===== config.mk =====
export PLATFORM = sky130hd
export DESIGN_NAME = mul_seq_flat
export DESIGN_NICKNAME = d
export VERILOG_FILES = /design/src/rtl/mul_seq_if.sv /design/src/rtl/mul_seq.sv /design/src/flat_wrapper.sv
export SDC_FILE = /design/constraint.sdc
export NUM_CORES = 1
export LEC_CHECK = 0
export BUFFER_PORTS_ARGS = -buffer_cell sky130_fd_sc_hd__buf_2
export CORE_MARGIN = 2
export CORE_UTILIZATION = 61
export DETAILED_ROUTE_END_ITERATION = 8
export PLACE_DENSITY = 0.81
export SYNTH_ARGS = -nofsm -noshare
export SYNTH_HDL_FRONTEND = slang
export SYNTH_SLANG_ARGS = --single-unit

===== constraint.sdc =====
create_clock -name clk -period 5.9 [get_ports clk]
set_clock_uncertainty 0.15 [all_clocks]
set_input_delay 1.475 -clock clk [delete_from_list [all_inputs] [get_ports clk]]
set_output_delay 1.475 -clock clk [all_outputs]
set_load 0.1 [all_outputs]

===== src/rtl/mul_seq_if.sv =====
// Start/ready handshake bundle between the execute stage (master) and a
// multi-cycle responder such as mul_seq (slave).
interface mul_seq_if #(
    parameter int unsigned WIDTH = 32
);
    logic                 signed_mul_i;
    logic [WIDTH-1:0]     opdata1_i;
    logic [WIDTH-1:0]     opdata2_i;
    logic                 start_i;
    logic                 annul_i;
    logic [2*WIDTH-1:0]   result_o;
    logic                 ready_o;

    modport master (
        output signed_mul_i, opdata1_i, opdata2_i, start_i, annul_i,
        input  result_o, ready_o
    );

    modport slave (
        input  signed_mul_i, opdata1_i, opdata2_i, start_i, annul_i,
        output result_o, ready_o
    );
endinterface


===== src/rtl/mul_seq.sv =====
// Iterative shift-add multiplier with fixed WIDTH-cycle iteration, signed via
// magnitude multiply and final conditional negate; start/ready responder.
module mul_seq #(
    parameter int unsigned WIDTH = 32
) (
    input logic     clk,
    input logic     rst,
    mul_seq_if.slave bus
);
    localparam int unsigned PW = 2 * WIDTH;
    localparam int unsigned CW = $clog2(WIDTH) + 1;
    localparam logic [CW-1:0] LAST = CW'(WIDTH - 1);

    typedef enum logic [1:0] {S_IDLE, S_RUN, S_DONE} state_e;

    state_e           state_q, state_d;
    logic [PW-1:0]    acc_q, acc_d;
    logic [PW-1:0]    mcand_q, mcand_d;
    logic [WIDTH-1:0] mplier_q, mplier_d;
    logic             neg_q, neg_d;
    logic [CW-1:0]    cnt_q, cnt_d;
    logic [PW-1:0]    result_q, result_d;
    logic             ready_q, ready_d;

    logic [WIDTH-1:0] abs1, abs2;
    logic [PW-1:0]    step_acc, step_res;

    always_comb begin
        abs1 = (bus.signed_mul_i && bus.opdata1_i[WIDTH-1]) ? (~bus.opdata1_i + WIDTH'(1))
                                                            : bus.opdata1_i;
        abs2 = (bus.signed_mul_i && bus.opdata2_i[WIDTH-1]) ? (~bus.opdata2_i + WIDTH'(1))
                                                            : bus.opdata2_i;
        // Multiplicand is pre-shifted each step, so mcand_q == multiplicand << cnt.
        step_acc = acc_q + (mplier_q[0] ? mcand_q : '0);
        step_res = neg_q ? (~step_acc + PW'(1)) : step_acc;
    end

    always_comb begin
        state_d  = state_q;
        acc_d    = acc_q;
        mcand_d  = mcand_q;
        mplier_d = mplier_q;
        neg_d    = neg_q;
        cnt_d    = cnt_q;
        result_d = result_q;
        ready_d  = ready_q;

        unique case (state_q)
            S_IDLE: begin
                if (bus.start_i && !bus.annul_i) begin
                    state_d  = S_RUN;
                    mcand_d  = {{WIDTH{1'b0}}, abs1};
                    mplier_d = abs2;
                    neg_d    = bus.signed_mul_i & (bus.opdata1_i[WIDTH-1] ^ bus.opdata2_i[WIDTH-1]);
                    acc_d    = '0;
                    cnt_d    = '0;
                end
            end
            S_RUN: begin
                if (bus.annul_i) begin
                    state_d  = S_IDLE;
                    result_d = '0;
                    ready_d  = 1'b0;
                end else begin
                    acc_d    = step_acc;
                    mcand_d  = mcand_q << 1;
                    mplier_d = mplier_q >> 1;
                    cnt_d    = cnt_q + CW'(1);
                    if (cnt_q == LAST) begin
                        state_d  = S_DONE;
                        result_d = step_res;
                        ready_d  = 1'b1;
                    end
                end
            end
            S_DONE: begin
                if (bus.annul_i || !bus.start_i) begin
                    state_d  = S_IDLE;
                    result_d = '0;
                    ready_d  = 1'b0;
                end
            end
            default: begin
                state_d  = S_IDLE;
                result_d = '0;
                ready_d  = 1'b0;
            end
        endcase
    end

    always_ff @(posedge clk or negedge rst) begin
        if (!rst) begin
            state_q  <= S_IDLE;
            acc_q    <= '0;
            mcand_q  <= '0;
            mplier_q <= '0;
            neg_q    <= 1'b0;
            cnt_q    <= '0;
            result_q <= '0;
            ready_q  <= 1'b0;
        end else begin
            state_q  <= state_d;
            acc_q    <= acc_d;
            mcand_q  <= mcand_d;
            mplier_q <= mplier_d;
            neg_q    <= neg_d;
            cnt_q    <= cnt_d;
            result_q <= result_d;
            ready_q  <= ready_d;
        end
    end

    assign bus.result_o = result_q;
    assign bus.ready_o  = ready_q;
endmodule

===== src/flat_wrapper.sv =====
// flat-port wrapper written by rule: the top's interface ports become plain ports
module mul_seq_flat 
#(
    parameter int unsigned WIDTH = 32
)
  (clk, rst, bus_signed_mul_i, bus_opdata1_i, bus_opdata2_i, bus_start_i, bus_annul_i, bus_result_o, bus_ready_o);
  mul_seq_if #(.WIDTH(WIDTH)) bus_i ();
  input logic clk;
  input logic rst;
  input wire logic [$bits(bus_i.signed_mul_i)-1:0] bus_signed_mul_i;
  input wire logic [$bits(bus_i.opdata1_i)-1:0] bus_opdata1_i;
  input wire logic [$bits(bus_i.opdata2_i)-1:0] bus_opdata2_i;
  input wire logic [$bits(bus_i.start_i)-1:0] bus_start_i;
  input wire logic [$bits(bus_i.annul_i)-1:0] bus_annul_i;
  output wire logic [$bits(bus_i.result_o)-1:0] bus_result_o;
  output wire logic [$bits(bus_i.ready_o)-1:0] bus_ready_o;
  assign bus_i.signed_mul_i = bus_signed_mul_i;
  assign bus_i.opdata1_i = bus_opdata1_i;
  assign bus_i.opdata2_i = bus_opdata2_i;
  assign bus_i.start_i = bus_start_i;
  assign bus_i.annul_i = bus_annul_i;
  assign bus_result_o = bus_i.result_o;
  assign bus_ready_o = bus_i.ready_o;
  mul_seq #(.WIDTH(WIDTH)) u_core (.clk(clk), .rst(rst), .bus(bus_i));
endmodule

==> run_results.csv <==
group,metric,value,unit
route,routed_wl,54.0,mm
logic_synthesis,synth.area.top_cells,"dfrtp_1 34%, o21ai_0 6.7%, nand2_1 5.5%, ha_1 4.8%, a21oi_1 3.8%",
critical_path,critPathMaxFanout,27,
floorplan,die_h,172,um
floorplan,ios,134,
timing,period_share,93.2,%
pwr,power,5520,uW
timing,max_clock_freq,182,MHz
logic_synthesis,synth_edf_count,0,
logic_synthesis,synth.top_cell.area_share,33.8,%
critical_path,worst-path-buf-inv,0,
timing,hold_viol_final,0,
cts,numCtsBuffers,26,
place,port_buffers,133,
pwr,pwr-share-clk,29.4,%
timing,setup_tns,0,ns
logic_synthesis,synth.largest_area_cell,"dfrtp_1",
cells_and_area,drive_above_1_share,13.6,%
min_path,worst_hold_startpoint,"u_core.bus.result_o[39]",
logic_synthesis,yosysWarnings,0,
critical_path,required,6.23,ns
route,final_antenna_net_count,0,
pwr,power.leakage,0.00855,uW
pwr,power.density,286,nW/um^2
place,dp_hpwl,40.9,mm
timing,rsz0062_at_grt,"false",
pwr,combPwrFrac,34.8,%
cts,clk_root_buffer_cell,"clkbuf_16",
cts,hold_buffers,0,
timing,slew_violations,0,
min_path,hold_path_class,"register to register",
floorplan,dieArea,29700,sq um
job,drv_cap,0,
route,vias,16968,
pwr,p_sw_share,37.0,%
route,routed_via_density,6.61,
floorplan,num_rows,61,
global_route,globalRouteOverflowTotal,0,
timing,worst_pin_slew,1.11,ns
timing,layout_setup_ws,0.399,ns
critical_path,regToRegSetupSlack,0.40,ns
critical_path,r2r_start,"u_core.mplier_q[0]",
cts,path_clk_slew,0.07,ns
critical_path,critPathSlowestCell,"a2111oi_1",
floorplan,coreArea,27900,sq um
place,routabilityCongestion,1.07,
logic_synthesis,netlist_top_cells_count,"255 x nand2_1, 234 x dfrtp_1, 232 x o21ai_0, 133 x a21oi_1, 124 x nor2_1",
critical_path,critPathLaunch,"u_core.mplier_q[0]",
global_route,antenna_found_initial,4,
timing,fin_crit,5.50,ns
cells_and_area,nets,2309,
logic_synthesis,synth_area,17300,sq um
route,wire_per_inst,21.1,um
pwr,share_seq_of_total_power,35.7,%
timing,finalSetupViolCount,0,
global_route,grt_pass1_vias,15930,
pwr,internal_power,3480,uW
status,status,"complete, no violations",
route,route.detailed.drc,0,
critical_path,slowest_delay,0.86,ns
logic_synthesis,synth.yosys.seq_area_share,33.8,%
logic_synthesis,synth.most_common_cell,"nand2_1",
floorplan,dieWidth,172,um
timing,relSlewSlack,25.4,%
logic_synthesis,ys_types,96,
critical_path,cp-start-kind,"register",
pwr,p_sw,2040,uW
critical_path,end_kind,"register",
global_route,grt_max_degree,128,
logic_synthesis,async_flop_share,100,%
route,drt_iter0_drc,1548,
cts,cts_tree,"done",
global_route,grt_first_pass_wirelength,85.7,mm
cells_and_area,num_antenna_cells,0,
cells_and_area,area_growth,11.6,%
logic_synthesis,synthCells,2073,
logic_synthesis,avgSynthCellArea,8.35,sq um
cts,clockBufferDepth,3,
critical_path,path_delay_family,"simple AND/OR/NAND/NOR gates",
floorplan,initial_utilization,62.1,%
logic_synthesis,ys.flop_type,"dfrtp_1",
logic_synthesis,ys_ff_latch,234,
critical_path,cp.arrival,5.83,ns
cts,htreeDepth,1,
critical_path,crit_chain,"and2_1 -> ha_1 -> nand4_1 -> a21oi_1 -> o21ai_0 -> a2111oi_1 -> o31ai_1 -> and3_1 -> nor4_1 -> o2111ai_1 -> or3_1 -> or4_1 -> nand3_1",
logic_synthesis,synth_nets,2210,
global_route,grt_use_total,36.4,%
cts,clock-sinks,234,
pwr,ir_worst_vdd,0.236,mV
cts,clk_latency,0.55,ns
place,dp_slack,0.334,ns
critical_path,critPathKind,"register to register",
route,first_pass_iters,6,
path summary, 6_finish.rpt:
path	end	cells after the start
setup / recovery	u_core.bus.result_o[60]	13
hold / removal	u_core.bus.result_o[39]	2
setup reg to reg	u_core.bus.result_o[60]	13
hold reg to reg	u_core.bus.result_o[39]	2
max in group asynchronous	u_core.neg_q	2
min in group asynchronous	u_core.bus.result_o[34]	1
layer usage:
metal	part of all wire, %	vias to the layer above	global-route usage, %
li1	-	7908	-
met5	0.080	-	0
met1	42	8142	48.1
met4	4.9	6	16.4
met3	7.5	169	6.36
met2	45	743	58.6
registers in the layout (all words and copies together), names as in the netlist:
name,flops
u_core.mplier_q,32
u_core.neg_q,1
u_core.mcand_q,64
u_core.cnt_q,6
u_core.bus.result_o,64
u_core.bus.ready_o,1
u_core.acc_q,64
u_core.state_q,2
power groups by stage:
| stage | clock network, uW | registers, uW | logic [uW] |
|---|---|---|---|
| 2_1_floorplan | 0 | 1910 | 1330 |
| 3_3_place_gp | 0 | 1980 | 1840 |
| 3_5_place_dp | 0 | 1990 | 1880 |
| 4_1_cts | 1640 | 1960 | 1890 |
| 6_report | 1630 | 1970 | 1920 |
| 5_1_grt | 1710 | 1990 | 2090 |
cells in the final DEF (no fill, tap or decap), drive strengths merged, types with 35 or more instances in the layout:
cell / count
nand4: 45
nand3: 35
buf: 199
o21ai: 246
nor3: 43
a22o: 77
nand2: 255
clkbuf: 38
ha: 67
xor2: 74
dfrtp: 234
a21oi: 139
xnor2: 66
nor2: 124
and2: 83
a22oi: 52
tightest hold or removal path: cells and delay by family (launching register included):
family          cells  cell delay [ns]
compound gates      1             0.06
simple gates        1             0.04
flops               1             0.34
what timing repair did:
action / in CTS / in global routing
buffers inserted: 0 / 0
resized for setup: 0 / 1
setup endpoints to repair: 0 / 11
metrics by stage:
step	area, sq um	util (%)	cells	hold WS (ns)
2_1_floorplan	17300	-	2073	0.289
3_3_place_gp	18500	66.3	2522	0.303
3_5_place_dp	18500	66.3	2522	0.315
4_1_cts	19300	69.3	2567	0.328
5_1_grt	19300	69.3	2567	0.350
6_report	19300	69.3	2567	0.326
final cells by class:
class / count / area, sq um
repair buffers: 199 / 1200
multi-input cells: 1685 / 10900
clock inverters: 7 / 88.8
well taps: 378 / 473
fillers: 2242 / 8540
clock buffers: 38 / 747
inverters: 26 / 97.6
flip-flops and latches: 234 / 5860
kinds of logic after synthesis:
group / share of synthesized area, %
simple gates: 21.6
compound gates: 28.4
flops: 33.8
buf+inv: 3.70
xor+xnor: 7.08
fa+ha+maj: 4.96
mux: 0.492
Note: power is estimated with default switching activity, not from simulation.
